===== config.mk =====
export PLATFORM = sky130hd
export DESIGN_NAME = gps_uart_rx_flat
export DESIGN_NICKNAME = d
export VERILOG_FILES = /design/src/rtl/gps_uart_pkg.sv /design/src/rtl/gps_uart_rx_if.sv /design/src/rtl/gps_uart_rx_sync_2ff.sv /design/src/rtl/gps_uart_rx.sv /design/src/flat_wrapper.sv
export SDC_FILE = /design/constraint.sdc
export NUM_CORES = 1
export LEC_CHECK = 0
export CORE_ASPECT_RATIO = 2
export CORE_MARGIN = 4
export CORE_UTILIZATION = 30
export CTS_CLUSTER_SIZE = 12
export DETAILED_ROUTE_END_ITERATION = 10
export SLEW_MARGIN = 10
export SYNTH_ARGS = -nofsm -noshare
export SYNTH_HDL_FRONTEND = slang
export SYNTH_HIERARCHICAL = 1
export SYNTH_SLANG_ARGS = --single-unit
export TNS_END_PERCENT = 10

===== constraint.sdc =====
create_clock -name clock -period 2.6 [get_ports clock]
set_input_delay 0.52 -clock clock [delete_from_list [all_inputs] [get_ports clock]]
set_output_delay 0.52 -clock clock [all_outputs]
set_load 0.02 [all_outputs]

===== src/rtl/gps_uart_pkg.sv =====
// Shared types and constants for the GPS NMEA UART receiver.
// GPS_UART_PARITY_EN adds the PARITY state (8E1 frames).
package gps_uart_pkg;

  localparam int B_DEF            = 8;
  localparam int CLKS_PER_BIT_DEF = 5208;

  typedef enum logic [2:0] {
    IDLE,
    START,
    DATA,
`ifdef GPS_UART_PARITY_EN
    PARITY,
`endif
    STOP,
    WAIT_IDLE
  } state_t;

  function automatic logic even_par(input logic [63:0] v);
    return ^v;
  endfunction

endpackage


===== src/rtl/gps_uart_rx_if.sv =====
// Serial line in, received character and status pulses out.
// master = receiver side, slave = line driver / character consumer.
interface gps_uart_rx_if
  import gps_uart_pkg::*;
#(
  parameter int B = B_DEF
);

  logic         rx;
  logic [B-1:0] data;
  logic         load;
  logic         frame_error;
  logic         parity_error;

  modport master (
    input  rx,
    output data,
    output load,
    output frame_error,
    output parity_error
  );

  modport slave (
    output rx,
    input  data,
    input  load,
    input  frame_error,
    input  parity_error
  );

endinterface


===== src/rtl/gps_uart_rx_sync_2ff.sv =====
// Two-flop synchronizer for the asynchronous GPS serial line.
// RST_VAL sets the value both flops take on reset.
module sync_2ff #(
  parameter logic RST_VAL = 1'b1
) (
  input  logic clock,
  input  logic reset,
  input  logic d,
  output logic q
);

  logic meta;

  always_ff @(posedge clock or posedge reset) begin
    if (reset) begin
      meta <= RST_VAL;
      q    <= RST_VAL;
    end else begin
      meta <= d;
      q    <= meta;
    end
  end

endmodule


===== src/rtl/gps_uart_rx.sv =====
// UART receiver feeding GpsReceiver; 8N1 by default.
// Define GPS_UART_PARITY_EN for 8E1 frames with parity_error.
module gps_uart_rx
  import gps_uart_pkg::*;
#(
  parameter int B            = B_DEF,
  parameter int CLKS_PER_BIT = CLKS_PER_BIT_DEF
) (
  input  logic clock,
  input  logic reset,
  gps_uart_rx_if.master bus
);

  localparam int CW = $clog2(CLKS_PER_BIT);
  localparam int NW = $clog2(B + 1);
  localparam logic [CW-1:0] HALF  = CW'(CLKS_PER_BIT / 2 - 1);
  localparam logic [CW-1:0] LAST  = CW'(CLKS_PER_BIT - 1);
  localparam logic [NW-1:0] NLAST = NW'(B - 1);

  logic          rx_s;
  state_t        state, state_n;
  logic [CW-1:0] cnt, cnt_n;
  logic [NW-1:0] nbit, nbit_n;
  logic [B-1:0]  shift, shift_n;
  logic          tick;
  logic          ld_c, fe_c;
  logic          ld_q, fe_q;
  logic          load_o, fe_o;
  logic [B-1:0]  data_q;
`ifdef GPS_UART_PARITY_EN
  logic          pbad, pbad_n;
  logic          pe_c, pe_q, pe_o;
`endif

  sync_2ff #(.RST_VAL(1'b1)) u_sync (
    .clock (clock),
    .reset (reset),
    .d     (bus.rx),
    .q     (rx_s)
  );

  assign tick = (cnt == LAST);

  always_ff @(posedge clock or posedge reset) begin
    if (reset) begin
      state <= IDLE;
      cnt   <= '0;
      nbit  <= '0;
      shift <= '0;
`ifdef GPS_UART_PARITY_EN
      pbad  <= 1'b0;
`endif
    end else begin
      state <= state_n;
      cnt   <= cnt_n;
      nbit  <= nbit_n;
      shift <= shift_n;
`ifdef GPS_UART_PARITY_EN
      pbad  <= pbad_n;
`endif
    end
  end

  always_comb begin
    state_n = state;
    cnt_n   = cnt + CW'(1);
    nbit_n  = nbit;
    shift_n = shift;
    ld_c    = 1'b0;
    fe_c    = 1'b0;
`ifdef GPS_UART_PARITY_EN
    pbad_n  = pbad;
    pe_c    = 1'b0;
`endif
    unique case (state)
      IDLE: begin
        cnt_n = '0;
        if (!rx_s) state_n = START;
      end
      START: begin
        if (cnt == HALF) begin
          cnt_n   = '0;
          nbit_n  = '0;
          state_n = rx_s ? IDLE : DATA;
`ifdef GPS_UART_PARITY_EN
          pbad_n  = 1'b0;
`endif
        end
      end
      DATA: begin
        if (tick) begin
          cnt_n   = '0;
          shift_n = {rx_s, shift[B-1:1]};
          nbit_n  = nbit + NW'(1);
          if (nbit == NLAST) begin
`ifdef GPS_UART_PARITY_EN
            state_n = PARITY;
`else
            state_n = STOP;
`endif
          end
        end
      end
`ifdef GPS_UART_PARITY_EN
      PARITY: begin
        if (tick) begin
          cnt_n   = '0;
          pbad_n  = (rx_s != even_par(64'(shift)));
          state_n = STOP;
        end
      end
`endif
      STOP: begin
        if (tick) begin
          cnt_n   = '0;
          state_n = IDLE;
          if (!rx_s) begin
            fe_c    = 1'b1;
            state_n = WAIT_IDLE;
          end
`ifdef GPS_UART_PARITY_EN
          else if (pbad) pe_c = 1'b1;
`endif
          else ld_c = 1'b1;
        end
      end
      WAIT_IDLE: begin
        cnt_n = '0;
        if (rx_s) state_n = IDLE;
      end
      default: begin
        cnt_n   = '0;
        state_n = IDLE;
      end
    endcase
  end

  // Two-stage pulse path: decision, then a registered output stage;
  // shift is stable here because no data sample follows STOP this soon.
  always_ff @(posedge clock or posedge reset) begin
    if (reset) begin
      ld_q   <= 1'b0;
      fe_q   <= 1'b0;
      load_o <= 1'b0;
      fe_o   <= 1'b0;
      data_q <= '0;
`ifdef GPS_UART_PARITY_EN
      pe_q   <= 1'b0;
      pe_o   <= 1'b0;
`endif
    end else begin
      ld_q   <= ld_c;
      fe_q   <= fe_c;
      load_o <= ld_q;
      fe_o   <= fe_q;
      if (ld_q) data_q <= shift;
`ifdef GPS_UART_PARITY_EN
      pe_q   <= pe_c;
      pe_o   <= pe_q;
`endif
    end
  end

  assign bus.data        = data_q;
  assign bus.load        = load_o;
  assign bus.frame_error = fe_o;
`ifdef GPS_UART_PARITY_EN
  assign bus.parity_error = pe_o;
`else
  assign bus.parity_error = 1'b0;
`endif

endmodule


===== src/flat_wrapper.sv =====
// flat-port wrapper written by rule: the top's interface ports become plain ports
module gps_uart_rx_flat import gps_uart_pkg::*;
#(
  parameter int B            = B_DEF,
  parameter int CLKS_PER_BIT = CLKS_PER_BIT_DEF
)
  (clock, reset, bus_rx, bus_data, bus_load, bus_frame_error, bus_parity_error);
  gps_uart_rx_if #(.B(B)) bus_i ();
  input  logic clock;
  input  logic reset;
  input wire logic [$bits(bus_i.rx)-1:0] bus_rx;
  output wire logic [$bits(bus_i.data)-1:0] bus_data;
  output wire logic [$bits(bus_i.load)-1:0] bus_load;
  output wire logic [$bits(bus_i.frame_error)-1:0] bus_frame_error;
  output wire logic [$bits(bus_i.parity_error)-1:0] bus_parity_error;
  assign bus_i.rx = bus_rx;
  assign bus_data = bus_i.data;
  assign bus_load = bus_i.load;
  assign bus_frame_error = bus_i.frame_error;
  assign bus_parity_error = bus_i.parity_error;
  gps_uart_rx #(.B(B), .CLKS_PER_BIT(CLKS_PER_BIT)) u_core (.clock(clock), .reset(reset), .bus(bus_i));
endmodule

# Yosys cells after proc, flatten, opt, wreduce, memory -nomap -nowiden
# Index checks and enable logic that the tools add are counted.
# totals
regBits	42
input_bits	3
out_inout_bits	11
elab_cells	53
# classes
n_addsub	2
n_eq_ne	13
muxes	21
n_reduce_logical	6
# ops
op	count
13-bit two-way mux	2
13-bit one-hot mux with 2 select lines	1
3-bit two-way mux	7
3-bit one-hot mux with 5 select lines	1
13-bit by 1-bit adder with 13-bit output, second input constant	1
13-bit by 12-bit == test with 1-bit output, second input constant	1
13-bit == test, second input constant	1
4-bit two-way mux	2
2-bit by 1-bit != test with 1-bit output, second input constant	4
4-bit one-hot mux with 2 select lines	1
3-bit by 2-bit == test with 1-bit output, second input constant	2
1-bit two-way mux	6
6-bit AND reduction	1
4-bit by 1-bit adder with 4-bit output, second input constant	1
4-bit by 3-bit == test with 1-bit output, second input constant	1
2-bit != test, second input constant	2
3-bit by 1-bit == test with 1-bit output, second input constant	1
3-bit == test, second input constant	1
3-bit zero test	1
3-bit AND reduction	1
2-bit two-way mux	1
2-bit AND reduction	1
2-bit nonzero test	1
2-bit OR reduction	1

# Depth between registers and ports, before layout
# Gate-level depths: netlist of run 1.
# logic_depth
word_depth	4
depth_mapped	7
ltp_nobuf	5

# By module
# The synthesis of run 1 kept the hierarchy.
# modules_own_cells
mod	instances	cells_per_inst	area_each_um2	seq_area_each_um2
gps_uart_rx	1	151	1816.7	1001.0
sync_2ff	1	3	56.3	52.6

# Least setup slack after synthesis of run 1
# No wires, ideal clock.
# synth_timing
kind	reg2reg
start	register u_core.cnt[0]
end	register u_core.state[0]
arrival_time_ps	1812
required_ps	2475
slack_ps	663
stages_incl_launch_ff	6
synth_period_minus_slack_ps	1937
cell_sequence	dfrtp_1 ha_1 or4bb_1 o31ai_2 a21boi_2 mux2_2
# synth_between
elab_chain_len	3
# synth_lines
item	line_no	text
start: declaration	gps_uart_rx.sv:22	logic [CW-1:0] cnt, cnt_n;
start signal: assignment	gps_uart_rx.sv:55	cnt <= cnt_n;
13-bit == test or 13-bit by 12-bit == test with 1-bit output (tied branches)	gps_uart_rx.sv:42, gps_uart_rx.sv:81	
2-bit by 1-bit != test with 1-bit output (no line)	--	
6-bit AND reduction (no line) (*)	--	
end signal: assignment	gps_uart_rx.sv:54	state <= state_n;
end: declaration	gps_uart_rx.sv:21	state_t state, state_n;
# Every way passes the cells marked *; elsewhere a longest branch is shown, timed or not.
# A chain may end at the register's enable or synchronous reset.

# Final worst setup path of run 1
# Same ends and word-level chain as after synthesis.

==> results of run 1 <==
==> cells in the final DEF, fill, tap and decap left out, types with 2 or more instances in the layout <==
cell type,count
nor3b_1,2
dfstp_2,2
nand3_1,8
and4_1,3
buf_4,5
mux2_2,19
nand4_1,3
clkdlybuf4s50_1,12
inv_1,3
ha_1,2
nor2_1,14
nor2b_1,2
nor4_1,2
dfrtp_1,40
clkbuf_16,5
nand3b_1,4
and3_1,2
nand2_1,7
xnor2_1,5
nor3_1,2
xor2_1,6
o21ai_0,2
==> worst max-delay path, cell delays in order (launching register included) <==
cell	delay (ns)
dfrtp_1	0.37
ha_1	0.24
or4bb_1	0.45
o31ai_2	0.25
a21boi_2	0.23
mux2_2	0.34
==> routing by layer <==
layer  wire [µm]  part of all wire
met2        1900              0.57
met1        1210              0.36
met5           0                 0
met3          60             0.018
met4         146             0.044
==> power by group <==
part	total (µW)	internal [µW]	switching (µW)	leakage, µW
combinational	19.8	5.10	14.7	0.000375
sequential	658	657	1.26	0.000565
clock	687	453	234	0.0000771
==> area by class of cell <==
type | count | area [µm²] | area share
inverters | 3 | 11.3 | 0.00497
multi-input cells | 102 | 771 | 0.340
flip-flops and latches | 42 | 1050 | 0.465
clock inverters | 2 | 37.5 | 0.0166
clock buffers | 6 | 129 | 0.0569
well taps | 84 | 105 | 0.0464
repair buffers | 17 | 158 | 0.0696
==> final timing paths <==
| check | from | to | slack, ns | cells after the start |
|---|---|---|---|---|
| min in group asynchronous | reset | u_core/u_sync/q | 0.59 | 2 |
| setup / recovery | u_core/cnt[0] | u_core/state[0] | 0.60 | 5 |
| max in group asynchronous | reset | u_core/cnt[4] | 1.55 | 3 |
| hold / removal | u_core/u_sync/meta | u_core/u_sync/q | 0.35 | 0 |
| hold reg to reg | u_core/u_sync/meta | u_core/u_sync/q | 0.35 | 0 |
| setup reg to reg | u_core/cnt[0] | u_core/state[0] | 0.60 | 5 |
==> kinds of logic (layout without fill, tap and decap cells) <==
family / Yosys count / in the layout
multiplexers: 19 / 19
buffers and inverters: 10 / 28
AND/OR/NAND/NOR: 59 / 59
flip-flops: 42 / 42
XOR/XNOR: 11 / 11
AO/OA/AOI/OAI: 10 / 10
adder cells (fa/ha/maj): 2 / 2
other: 1 / 1
==> per-stage QoR <==
stage,utilization,setup WS (ns),hold slack (ns),instance area (µm²),cells
after floorplan,-,0.663,0.331,1870,154
after global placement,0.346,0.637,0.332,2100,248
after detailed placement,0.346,0.599,0.347,2100,248
after CTS,0.374,0.588,0.355,2260,256
after global routing,0.374,0.451,0.361,2260,256
final,0.374,0.600,0.354,2260,256
==> state kept, by name, indices dropped and copies added, names as in the netlist <==
name / flops
u_core/shift: 8
u_core/fe_q: 1
u_core/nbit: 4
u_core/state: 3
u_core/ld_q: 1
u_core/bus.data: 8
u_core/u_sync/q: 1
u_core/cnt: 13
u_core/bus.load: 1
u_core/bus.frame_error: 1
u_core/u_sync/meta: 1
==> results_dict.tcl, run 1 <==
set metrics [dict create \
    status "finished clean" \
    drt-total-wl_mm 3.32 \
    start_util 0.309 \
    n_fill_cell 582 \
    antenna_found_initial 0 \
    gp_congestion 0.765 \
    dr.first_iter.drc_count 23 \
    grtUsageMet1 0.0878 \
    wire_per_inst_um 13.0 \
    yosys.cell_types.count 41 \
    dp_hpwl_mm 2.44 \
    slew_headroom 0.660 \
    top_usage_layer "met2" \
    ir_drop_mv 0.249 \
    synth.most_common_cell "dfrtp_1" \
    synth-seq-cells 42 \
    synth_edf_count 0 \
    synth_cells 154 \
    synthMuxAreaShare 0.114 \
    fp-row-count 40 \
    critPathKind "register to register" \
    synthSimpleGateAreaFrac 0.188 \
    ctsResizeCount 0 \
    io_buffers 12 \
    drc 0 \
    gr-usage-met3 0.0169 \
    yosysTopAreaCellShare 0.534 \
    ys_warn_count 6 \
    hold_violations 0 \
    required_ns 2.76 \
    clkTransAtPathRegs_ns 0.05 \
    worstPathArrival_ns 2.16 \
    n_antenna_cell 0 \
    synth_area_um2 1870 \
    grt_pass1_vias 1231 \
    die-area_um2 7650 \
    cts_hold_repair.buffers 0 \
    boundaryPins 14 \
    final.min_clock_period_ns 2.00 \
    syn_avg_cell_area_um2 12.2 \
    fin_skew_ns 0.00327 \
    area_delta_synth_final_pct 20.9 \
    core_um2 6060 \
    dieWidth_um 63.9 \
    power.static_leakage_uw 0.00102 \
    synth_xor_area_frac 0.0514 \
    clk_latency_ns 0.28 \
    cts_buffers 5 \
    critical_path.max_fanout 5 \
    die_h_um 120 \
    rsz0062_at_grt "false" \
    finalCritPeriodShare 0.769 \
    synth_compound_area_frac 0.0421 \
    ys_seq_area_frac 0.562 \
    cts_tree "built" \
    cap_violations 0 \
    synth_commonest_cells "dfrtp_1, mux2_2, nor2_1, nand3_1, nand2_1" \
    gr-total-overflow 0 \
    grt_max_degree 41 \
    cts-root-buf "clkbuf_16" \
    end_kind "register" \
    async_flop_share 1.00 \
    synth_nets 159 \
    cts.sinks 42 \
    grt_usage 0.0955 \
    vias_per_cell 4.61 \
    worst_slew_pin_slew_ns 0.509 \
    nNetsFinal 176 \
    cts_buffer_depth 2 \
    synth_largest_area_cell "dfrtp_1" \
    ys_top_cells_by_area "dfrtp_1, mux2_2, dfstp_2" \
    ys.flop_type "dfrtp_1" \
    slew_viol_final 0 \
    tns_ns 0 \
    drive_gt1_frac 0.221 \
    postCtsSetupRepairBufs 0 \
    synth_top_family_by_area "simple AND/OR/NAND/NOR gates" \
    fmax_ghz 0.500 \
    p_per_area_nw_per_um2 603 \
    routed-via-count 1181 \
    start_kind "register" \
    hold_path_class "register to register" \
    antenna_left 0 \
    power_uw 1360 \
    grt_use_met2 0.179 \
    grt_pass1_wl_mm 5.64 \
    setup-violations-final 0 \
    htreeDepth 2 \
    firstDrtPassIters 2 \
    synthAdderAreaFrac 0.0134 \
]
No activity file was read; power rests on OpenSTA's default activity.
==> run 2: changes to the inputs <==
Clock period 2.6 ns to 2 ns, I/O delays scaled along.
==> run 2 against run 1 <==
Against the previous run:
- clock-buffer cell count unchanged
- combinational power increased by 28%
- fmax is 3.9% higher
- critical path depth shrank 1
- utilization rose by 1.4 points
- clock skew increased by 0.00085 ns
- cell count rose by 3.5%
- die area unchanged
- critical path type unchanged
- largest cell class unchanged
==> results_dict.tcl, run 2 (same netlist as run 1, synthesis figures left out) <==
set metrics [dict create \
    setup_ws_ns 0.0757 \
    io_buffers 12 \
    die_h_um 120 \
    clk_latency_ns 0.28 \
    firstDrtPassIters 4 \
    worstPathArrival_ns 2.09 \
    dr.first_iter.drc_count 42 \
    grt_pass1_wl_mm 6.15 \
    required_ns 2.17 \
    timing.critical_path.from "u_core/cnt[6]" \
    power.static_leakage_uw 0.00107 \
    r2r_cells 4 \
    gp_congestion 0.811 \
    area_delta_synth_final_pct 25.6 \
    top_register "u_core/cnt" \
    antenna_found_initial 0 \
    largest_register_ffs 13 \
    grt_max_degree 41 \
    drive_gt1_frac 0.265 \
    rr_startpoint "u_core/cnt[6]" \
    fp-row-count 40 \
    routed-via-count 1239 \
    n_antenna_cell 0 \
    min-delay-start "u_core/fe_q" \
    tns_ns 0 \
    setup-violations-final 0 \
    p_per_area_nw_per_um2 758 \
    wire_per_inst_um 13.3 \
    cts_buffers 5 \
    finalCritPeriodShare 0.962 \
    fin_cells 265 \
    boundaryPins 14 \
    core_um2 6060 \
    die-area_um2 7650 \
    cap_violations 0 \
    critical_path.max_fanout 4 \
    start_util 0.309 \
    cts_tree "built" \
    final_common_cell "dfrtp_1" \
    start_kind "register" \
    hold_violations 0 \
    final.min_clock_period_ns 1.92 \
    critPathKind "register to register" \
    hold_path_end "u_core/bus.frame_error" \
    rr_endpoint "u_core/nbit[2]" \
    cts-root-buf "clkbuf_16" \
    antenna_left 0 \
    fmax_ghz 0.520 \
    slew_viol_final 0 \
    ir_drop_mv 0.274 \
    dieWidth_um 63.9 \
    htreeDepth 2 \
    placed_cell_area_um2 2160 \
    hold_path_class "register to register" \
    nNetsFinal 185 \
    min_path_cells 0 \
    drt-total-wl_mm 3.53 \
    grt_usage 0.105 \
    dp_slack_ns 0.0908 \
    dp_hpwl_mm 2.65 \
    fin_skew_ns 0.00412 \
    rrSetupSlack_ns 0.08 \
    postLayoutCellArea_um2 2350 \
    cts_buffer_depth 2 \
    dpl.cell_count 256 \
    gr-total-overflow 0 \
    status "finished clean" \
    end_kind "register" \
    clkTransAtPathRegs_ns 0.06 \
    final_cell_mix "dfrtp_1, mux2_2, nor2_1, buf_4, clkdlybuf4s50_1" \
    drc 0 \
    cts_hold_repair.buffers 0 \
    vias_per_cell 4.68 \
    grt_pass1_vias 1331 \
    cts.sinks 42 \
]
run 2: changes by cell type in the layout (fill, tap and decap cells not counted), sizes merged:
cell / previous run / this run
buf: 5 / 14
run 2: stage by stage:
stage	utilization	hold slack [ns]	power, µW
finish	0.388	0.347	1780
global route	0.388	0.358	1850
CTS	0.384	0.352	1810
detailed placement	0.356	0.338	898
global placement	0.356	0.332	897
floorplan	-	0.312	888
run 2: area by class of cell:
| class | instances | area, µm² |
|---|---|---|
| clock buffers | 6 | 129 |
| fillers | 583 | 3700 |
| flip-flops and latches | 42 | 1050 |
| repair buffers | 26 | 225 |
| clock inverters | 2 | 37.5 |
| inverters | 3 | 11.3 |
| multi-input cells | 102 | 791 |
| well taps | 84 | 105 |
run 2: worst max-delay path: stages, from the launching register on:
cell       delay, ns
dfrtp_1         0.41
or4b_4          0.57
or4_4           0.51
a22o_1          0.21
o2bb2ai_1       0.11
run 2: per-layer routing:
layer	vias to the layer above	global-route usage	wire, µm
met5	-	0	0
met4	0	0.0744	143
met3	9	0.0197	67
met2	16	0.198	2150
met1	621	0.0943	1170
li1	593	-	-
run 2: what timing repair did:
action	CTS	global route
hold endpoints to repair	0	0
resized for setup	0	3
endpoints found under the setup margin	0	1
setup buffers	0	1
run 2: worst max path at each step:
stage                            endpoint  slack, ns
final                      u_core/nbit[2]       0.08
after global routing      u_core/state[0]     -0.002
after CTS                 u_core/state[0]       0.08
after detailed placement  u_core/state[0]       0.09
after global placement     u_core/nbit[2]       0.11
after floorplan           u_core/state[0]       0.06
run 2: report_power, final:
part | leakage, µW | internal, µW | switching (µW)
combinational | 0.000426 | 6.63 | 18.7
clock | 0.0000771 | 589 | 314
sequential | 0.000565 | 854 | 1.74
total | 0.00107 | 1450 | 335
